===== config.mk =====
export PLATFORM = sky130hd
export DESIGN_NAME = cnn_layer_accel_awe_input_sched
export DESIGN_NICKNAME = d
export VERILOG_FILES = /design/src/rtl/cnn_layer_accel_awe_input_sched.sv
export SDC_FILE = /design/constraint.sdc
export NUM_CORES = 1
export LEC_CHECK = 0
export CAP_MARGIN = 30
export CORE_ASPECT_RATIO = 1.4
export CORE_MARGIN = 2
export CORE_UTILIZATION = 47
export CTS_BUF_LIST = sky130_fd_sc_hd__clkbuf_16
export DETAILED_ROUTE_END_ITERATION = 10
export PLACE_DENSITY = 0.95
export SYNTH_ARGS = -nofsm -noshare
export SYNTH_HDL_FRONTEND = slang
export SYNTH_SLANG_ARGS = --single-unit

===== constraint.sdc =====
create_clock -name clk -period 3.6 [get_ports clk]
set_input_delay 0.36 -clock clk [delete_from_list [all_inputs] [get_ports clk]]
set_output_delay 0.36 -clock clk [all_outputs]
set_load 0.03 [all_outputs]

===== src/rtl/cnn_layer_accel_awe_input_sched.sv =====
// Input scheduler for the AWE octo BRAM controllers.
// Shares one FWFT input FIFO stream between C_NUM_AWE controllers. For each map
// it pulses awe_new_map to every enabled AWE. It then broadcasts cfg_seq_words
// sequencer words, and a word is popped only once every enabled AWE has taken it.
// After that it deals cfg_num_rows pixel rows round-robin, one whole row per AWE.
// Ports:
//   clk, rst            clock, synchronous active-high reset
//   start, cfg_*        map start request and per-map configuration
//   busy, done          map in progress / one-cycle completion pulse
//   in_*                FIFO head (valid, data, row-last) and pop strobe
//   awe_*               per-AWE new-map/valid strobes, shared tags and data,
//                       and the per-AWE accept strobes coming back
module cnn_layer_accel_awe_input_sched #(
  parameter int unsigned C_NUM_AWE       = 4,
  parameter int unsigned C_DATA_WIDTH    = 64,
  parameter int unsigned C_SEQ_CNT_WIDTH = 12,
  parameter int unsigned C_ROW_CNT_WIDTH = 10
) (
  input  logic                       clk,
  input  logic                       rst,
  input  logic                       start,
  input  logic [C_NUM_AWE-1:0]       cfg_awe_en,
  input  logic [C_SEQ_CNT_WIDTH-1:0] cfg_seq_words,
  input  logic [C_ROW_CNT_WIDTH-1:0] cfg_num_rows,
  output logic                       busy,
  output logic                       done,
  input  logic                       in_valid,
  input  logic [C_DATA_WIDTH-1:0]    in_data,
  input  logic                       in_last,
  output logic                       in_rden,
  output logic [C_NUM_AWE-1:0]       awe_new_map,
  output logic [C_NUM_AWE-1:0]       awe_datain_valid,
  output logic                       awe_seq_tag,
  output logic                       awe_pixel_tag,
  output logic [C_DATA_WIDTH-1:0]    awe_data,
  input  logic [C_NUM_AWE-1:0]       awe_seq_rdy,
  input  logic [C_NUM_AWE-1:0]       awe_pixel_rdy
);

  localparam int unsigned AW = (C_NUM_AWE > 1) ? $clog2(C_NUM_AWE) : 1;

  typedef enum logic [4:0] {
    ST_IDLE    = 5'b00001,
    ST_NEW_MAP = 5'b00010,
    ST_SEQ     = 5'b00100,
    ST_PIXEL   = 5'b01000,
    ST_DONE    = 5'b10000
  } state_t;

  state_t                     state_q, state_d;
  logic [C_NUM_AWE-1:0]       en_q, en_d;
  logic [C_SEQ_CNT_WIDTH-1:0] seq_words_q, seq_words_d;
  logic [C_ROW_CNT_WIDTH-1:0] num_rows_q, num_rows_d;
  logic [C_SEQ_CNT_WIDTH-1:0] seq_cnt_q, seq_cnt_d;
  logic [C_ROW_CNT_WIDTH-1:0] row_cnt_q, row_cnt_d;
  logic [C_NUM_AWE-1:0]       acc_q, acc_d;
  logic [AW-1:0]              cur_awe_q, cur_awe_d;
  logic                       busy_q, done_q;
  logic [C_NUM_AWE-1:0]       new_map_q;

  logic [AW-1:0]              lowest_awe;
  logic [AW-1:0]              next_awe;
  logic                       next_found;
  logic [C_NUM_AWE-1:0]       seq_take;

  assign busy        = busy_q;
  assign done        = done_q;
  assign awe_new_map = new_map_q;
  assign awe_data    = in_data;

  // Scanning downward leaves the lowest enabled index as the final assignment.
  always_comb begin
    lowest_awe = '0;
    for (int unsigned i = C_NUM_AWE; i > 0; i--) begin
      if (en_q[AW'(i - 1)]) lowest_awe = AW'(i - 1);
    end
  end

  // First enabled index after cur_awe, wrapping; with one AWE enabled this
  // lands back on cur_awe itself at offset C_NUM_AWE.
  always_comb begin
    next_awe   = cur_awe_q;
    next_found = 1'b0;
    for (int unsigned k = 1; k <= C_NUM_AWE; k++) begin
      if (!next_found && en_q[AW'((32'(cur_awe_q) + k) % C_NUM_AWE)]) begin
        next_awe   = AW'((32'(cur_awe_q) + k) % C_NUM_AWE);
        next_found = 1'b1;
      end
    end
  end

  always_comb begin
    state_d          = state_q;
    en_d             = en_q;
    seq_words_d      = seq_words_q;
    num_rows_d       = num_rows_q;
    seq_cnt_d        = seq_cnt_q;
    row_cnt_d        = row_cnt_q;
    acc_d            = acc_q;
    cur_awe_d        = cur_awe_q;
    seq_take         = '0;
    in_rden          = 1'b0;
    awe_datain_valid = '0;
    awe_seq_tag      = 1'b0;
    awe_pixel_tag    = 1'b0;
    unique case (state_q)
      ST_IDLE: begin
        if (start && (cfg_awe_en != '0)) begin
          en_d        = cfg_awe_en;
          seq_words_d = cfg_seq_words;
          num_rows_d  = cfg_num_rows;
          state_d     = ST_NEW_MAP;
        end
      end
      ST_NEW_MAP: begin
        seq_cnt_d = '0;
        row_cnt_d = '0;
        acc_d     = '0;
        cur_awe_d = lowest_awe;
        // A map with no sequencer words and no rows has nothing to deliver.
        if (seq_words_q != '0)     state_d = ST_SEQ;
        else if (num_rows_q != '0) state_d = ST_PIXEL;
        else                       state_d = ST_DONE;
      end
      ST_SEQ: begin
        awe_seq_tag      = 1'b1;
        awe_datain_valid = {C_NUM_AWE{in_valid}} & en_q & ~acc_q;
        seq_take         = awe_seq_rdy & awe_datain_valid;
        if (in_valid && ((acc_q | seq_take) == en_q)) begin
          in_rden   = 1'b1;
          acc_d     = '0;
          seq_cnt_d = seq_cnt_q + 1'b1;
          if (seq_cnt_q == seq_words_q - C_SEQ_CNT_WIDTH'(1)) begin
            state_d = (num_rows_q == '0) ? ST_DONE : ST_PIXEL;
          end
        end else begin
          acc_d = acc_q | seq_take;
        end
      end
      ST_PIXEL: begin
        awe_pixel_tag               = 1'b1;
        awe_datain_valid[cur_awe_q] = in_valid;
        if (in_valid && awe_pixel_rdy[cur_awe_q]) begin
          in_rden = 1'b1;
          if (in_last) begin
            row_cnt_d = row_cnt_q + 1'b1;
            cur_awe_d = next_awe;
            if (row_cnt_q == num_rows_q - C_ROW_CNT_WIDTH'(1)) state_d = ST_DONE;
          end
        end
      end
      ST_DONE: state_d = ST_IDLE;
      default: state_d = ST_IDLE;
    endcase
  end

  always_ff @(posedge clk) begin
    if (rst) begin
      state_q     <= ST_IDLE;
      en_q        <= '0;
      seq_words_q <= '0;
      num_rows_q  <= '0;
      seq_cnt_q   <= '0;
      row_cnt_q   <= '0;
      acc_q       <= '0;
      cur_awe_q   <= '0;
      busy_q      <= 1'b0;
      done_q      <= 1'b0;
      new_map_q   <= '0;
    end else begin
      state_q     <= state_d;
      en_q        <= en_d;
      seq_words_q <= seq_words_d;
      num_rows_q  <= num_rows_d;
      seq_cnt_q   <= seq_cnt_d;
      row_cnt_q   <= row_cnt_d;
      acc_q       <= acc_d;
      cur_awe_q   <= cur_awe_d;
      // Registered from next state so each flag lines up with its state.
      busy_q      <= (state_d != ST_IDLE);
      done_q      <= (state_d == ST_DONE);
      new_map_q   <= (state_d == ST_NEW_MAP) ? en_d : '0;
    end
  end

endmodule


# Yosys cells after proc, flatten, opt, wreduce, memory -nomap -nowiden

Cells that the tools add are included.

Input bits: 103
Flip-flop bits (word level): 65
Word-level logic and storage cells: 118

Mux-type cells: 51
Bitwise operators: 7
Reductions and logical operators: 21
Magnitude comparators: 6
Eq/ne operators: 14
Add/subtract/negate cells: 8

Operator list:

| operator              | count |
|---|---|
| $mux 5                | 9 |
| $pmux 12 s2           | 1 |
| $mux 10               | 2 |
| $mux 2                | 10 |
| $pmux 10 s2           | 1 |
| $pmux 5 s4            | 1 |
| $and 4x4->4           | 4 |
| $pmux 4 s2            | 2 |
| $lt 2x3->1 const B    | 5 |
| $mux 1                | 13 |
| $add 12x1->12 const B | 1 |
| $eq 12x12->1          | 1 |
| $mux 12               | 1 |
| $mux 4                | 3 |
| $reduce_bool 12->1    | 1 |
| $sub 12x1->12 const B | 1 |
| $add 10x1->10 const B | 1 |
| $bmux 1 s2            | 5 |
| $eq 10x10->1          | 1 |
| $eq 5x2->1 const B    | 2 |
| $logic_not 10->1      | 1 |
| $reduce_bool 10->1    | 1 |
| $sub 10x1->10 const B | 1 |
| $logic_and 1x1->1     | 7 |
| 24 further kinds      | 32 |

# Logic depth before layout (Yosys ltp)

Word-level depth: 16
Mapped depth: 10
Depth with buffers taken out: 9

# Least setup slack after synthesis

Ideal clock, no wire load.

Path kind: reg2reg
Start point: reg seq_words_q[0]
End point: reg done_q (netlist: done)
Path buffers: 1
Required time: 3539 ps
Clock period less this slack: 2353 ps
Slack: 1247 ps
Stages on the path, launching flop included: 11
Data arrival time: 2291 ps
Cell sequence: dfxtp_1 > inv_1 > ha_1 > or3b_1 > buf_6 > or4_1 > a211oi_1 > a311o_2 > nand4_1 > o22ai_2 > a32o_1

Cells in the longest elaborated chain, start to end: 6
Elaborated cells between the ends (all ways): 8
Classes of those cells: add/sub: 1; eq/ne: 2; mux: 4; reduce/logical: 1

Ends and longest elaborated chain:

| element                  | line | source |
|---|---|---|
| start: declaration       | 52   | `logic [C_SEQ_CNT_WIDTH-1:0] seq_words_q, seq_words_d;` |
| start signal: assignment | 173  | `seq_words_q <= seq_words_d;` |
| $sub 12x1->12            | 133  | `if (seq_cnt_q == seq_words_q - C_SEQ_CNT_WIDTH'(1)) begin` |
| $eq 12x12->1             | 133  |  |
| $mux 5                   | 133  |  |
| $mux 5                   | 129  | `if (in_valid && ((acc_q \| seq_take) == en_q)) begin` |
| $pmux 5 s4 *             | 106  | `unique case (state_q)` |
| $eq 5x5->1 *             | 181  | `done_q <= (state_d == ST_DONE);` |
| end signal: assignment   | 181  |  |
| end: declaration         | 58   | `logic busy_q, done_q;` |

Every way passes the cells marked *; elsewhere a longest branch is shown, timed or not.
A chain may end at the register's enable or synchronous reset.

# Final worst setup path

Start point: reg en_q[0]
End point: out in_rden

Cells in the longest elaborated chain, start to end: 8

Ends and longest elaborated chain:

| element                   | line | source |
|---|---|---|
| start: declaration        | 51   | `logic [C_NUM_AWE-1:0] en_q, en_d;` |
| start signal: assignment  | 172  | `en_q <= en_d;` |
| $and 4x4->4 (2 in series) | 127  | `awe_datain_valid = {C_NUM_AWE{in_valid}} & en_q & ~acc_q;` |
| $and 4x4->4               | 128  | `seq_take = awe_seq_rdy & awe_datain_valid;` |
| $or 4x4->4                | 129  |  |
| $eq 4x4->1 *              | 129  |  |
| $logic_and 1x1->1 *       | 129  |  |
| $mux 1 *                  | 129  |  |
| $pmux 1 s2 *              | 106  |  |
| end: declaration          | 30   | `output logic in_rden,` |

Marks and branches as above.

==> results.md <==
* Die Ht at 118 um
* Async set or reset register ratio after synthesis at 0%
* EDFF count, synth at 0
* Worst IR Drop VDD at 0.317 mV
* Initial antenna violation count at 0
* Detailed Route WL at about 11 mm
* Max Cap Viol at 0
* Most common cell after layout, fill and taps aside: nor2_1
* Clock buffer depth at 2
* Core area at 0.00898 mm2
* Fillers at 738
* Setup bufs post-CTS at 0
* PortBufs at 51
* FF+latch count, synth at 65
* Minimum clock period at between 2 and 3 ns
* Max FO, Critical Path at 14
* Worst-skew pair later-pin latency at 0.33 ns
* Grt ovf at 0
* Fin Hold WS at 0.518 ns
* P&R area growth vs syn at 8.52%
* H-tree Lvls at 3
* DRT Pass-1 Iters at 6
* Largest net degree at the start of global routing at 41
* Hold Vio Cnt, Final at 0
* Mapped Avg Cell Area at 8.27 um2
* Fmax achieved at 347 MHz
* Top_reg_cell synth: dfxtp_1
* Skew final at 0.00664 ns
* Leakage Power at approximately 0.0018 uW
* Global-route wire length before repair at 18.7 mm
* Via density at 6.18
* Global-route usage over all layers at 23.2%
* Share of layout cells above drive strength 1 at 7.31%
* Critical-path cell list: or3b_2, o311ai_0, nor4_1, a31o_2, clkdlybuf4s50_1
* Final Max Tran Viols at 0
* Netlist cell types at 68
* Ranking of synthesized cells by area: dfxtp_1 30%, buf_4 11%, mux2i_1 6.7%
* Hold buffers post-CTS at 0
* Total negative slack at 0 ns
* Antenna viol nets, final at 0
* Final worst-path cycle share at 80.0%
* Setup-failing EPs final at 0
* Number of global-route vias before repair at 3768
* Hold Path Class: reg2reg
* Number of CTS-inserted buffers at 9
* Post-Syn Instances at 524
* Worst Max-Slew Pin Slew at 0.793 ns
* Initial Util at 48.3%
* CP Class: reg2out
* Most frequent cells in the layout: 70 x nor2_1, 65 x dfxtp_1, 51 x clkdlybuf4s50_1
* Worst path required time at 3.24 ns
* CTS tree: done
* # diodes at 0
* Vias at 3790
* Critical path's slowest cell: dfxtp_1
* Syn Nets at roughly 640
* Final net count at approximately 610
* Post-cts sizing count at 0
* Clock root cell: clkbuf_16
* Outcome: finished, final reports clean
* Standard-cell rows at 41
* Power per cell area at 420 mW/mm2
* I/O Pins at 180
* Drt drc at 0
* Num Clock Sinks at 65
* Die Width at 85.1 um
* CP endpoint kind: primary output
* Worst EP arrival at around 2.5 ns
* DP HPWL at about 8.3 mm
* Clock transition at path regs at roughly 0.060 ns
* Post-DR wirelength/cell at 18.7 um
* Placer Congestion at 0.938
* Unrepaired setup endpoints after global routing: false
* Normalized max-slew margin at 47.1%
* Largest stage delay on the critical path at 0.61 ns
* Post-synth top area share at a little under a third
* First DRT Iteration DRCs at ~430
* Crit start category: register
* Post-Syn Area at roughly 0.0043 mm2
* Yosys warnings at 0
* Die area at 0.0100 mm2
* Leading area contributor after synthesis: dfxtp_1
* Sequential fraction of the synthesis area at 30.0%
-- power breakdown --
part           internal (uW)  switching (uW)
clock network            530             313
logic                    162             179
registers                747            42.9
-- worst max-delay path: cells and delay by family, from the launching register on --
| family | cells | cell delay (ns) |
|---|---|---|
| compound gates | 2 | 0.38 |
| buf+inv | 1 | 0.60 |
| flops | 1 | 0.61 |
| simple gates | 2 | 0.60 |
-- final cells by class --
class | count | area, um2 | share of cell area (%)
tap | 107 | 134 | 2.85
multi-input combinational | 347 | 2350 | 50.0
timing repair buffer | 55 | 541 | 11.5
clock buffer | 9 | 225 | 4.79
sequential | 65 | 1300 | 27.7
inverter | 23 | 86.3 | 1.84
clock inverter | 7 | 63.8 | 1.36
-- registers in the layout, summed over array words and instances (netlist names) --
name	count
awe_new_map	4
seq_words_q	12
cur_awe_q	2
row_cnt_q	10
done	1
acc_q	4
en_q	4
seq_cnt_q	12
num_rows_q	10
state_q	5
busy	1
-- synth_stat cells (all sizes together), types with 3 or more instances --
| library cell | instances |
|---|---|
| nor2 | 70 |
| buf | 69 |
| dfxtp | 65 |
| mux2i | 29 |
| inv | 22 |
| xnor2 | 21 |
| clkbuf | 20 |
| nand2 | 20 |
| nor3 | 19 |
| a21oi | 17 |
| xor2 | 17 |
| o21ai | 14 |
| nand3 | 12 |
| nand4 | 9 |
| ha | 8 |
| or4 | 8 |
| a31oi | 6 |
| a32oi | 6 |
| and3 | 6 |
| nor4 | 6 |
| and2 | 5 |
| or3 | 5 |
| or3b | 5 |
| nand2b | 4 |
| nor2b | 4 |
| a21boi | 3 |
| mux2 | 3 |
| mux4 | 3 |
| nand3b | 3 |
| nor4b | 3 |
| o211ai | 3 |
-- logic make-up (layout without fill, tap and decap cells) --
group                    Yosys count  after routing  share of synthesized area (%)
AND/OR/NAND/NOR                  188            188                           22.4
buffers and inverters            112             94                           15.9
AO/OA/AOI/OAI                     78             78                           12.6
flip-flops                        65             65                           30.0
XOR/XNOR                          38             38                           7.68
multiplexers                      35             35                           9.04
adder cells (fa/ha/maj)            8              8                           2.31
-- through the flow --
| stage | power, uW | cell area, um2 | util [%] | std cells | setup WS (ns) |
|---|---|---|---|---|---|
| 3_5_place_dp | 1130 | 4410 | 49.1 | 597 | 0.876 |
| 2_1_floorplan | 1160 | 4330 | - | 524 | 1.25 |
| 6_report | 1970 | 4700 | 52.4 | 613 | 0.720 |
| 4_1_cts | 1980 | 4700 | 52.4 | 613 | 0.725 |
| 5_1_grt | 2050 | 4700 | 52.4 | 613 | 0.522 |
| 3_3_place_gp | 1120 | 4410 | 49.1 | 597 | 0.878 |
-- worst paths after layout --
| kind | startpoint | to | slack, ns | depth (start not counted) |
|---|---|---|---|---|
| max | en_q[0]$_SDFF_PP0_ | in_rden | 0.72 | 5 |
| min | seq_cnt_q[9]$_SDFFE_PP0P_ | seq_cnt_q[9]$_SDFFE_PP0P_ | 0.52 | 2 |
| max reg2reg | seq_words_q[0]$_SDFFE_PP0P_ | done$_SDFF_PP0_ | 0.87 | 9 |
| min reg2reg | seq_cnt_q[9]$_SDFFE_PP0P_ | seq_cnt_q[9]$_SDFFE_PP0P_ | 0.52 | 2 |
-- routing by layer --
| metal | wire (um) | GRT usage, % |
|---|---|---|
| met1 | 4000 | 24.1 |
| met2 | 5590 | 39.2 |
| met3 | 1110 | 6.80 |
| met4 | 753 | 16.5 |
| met5 | 0 | 0 |
Power figures use the tool's default switching activity.
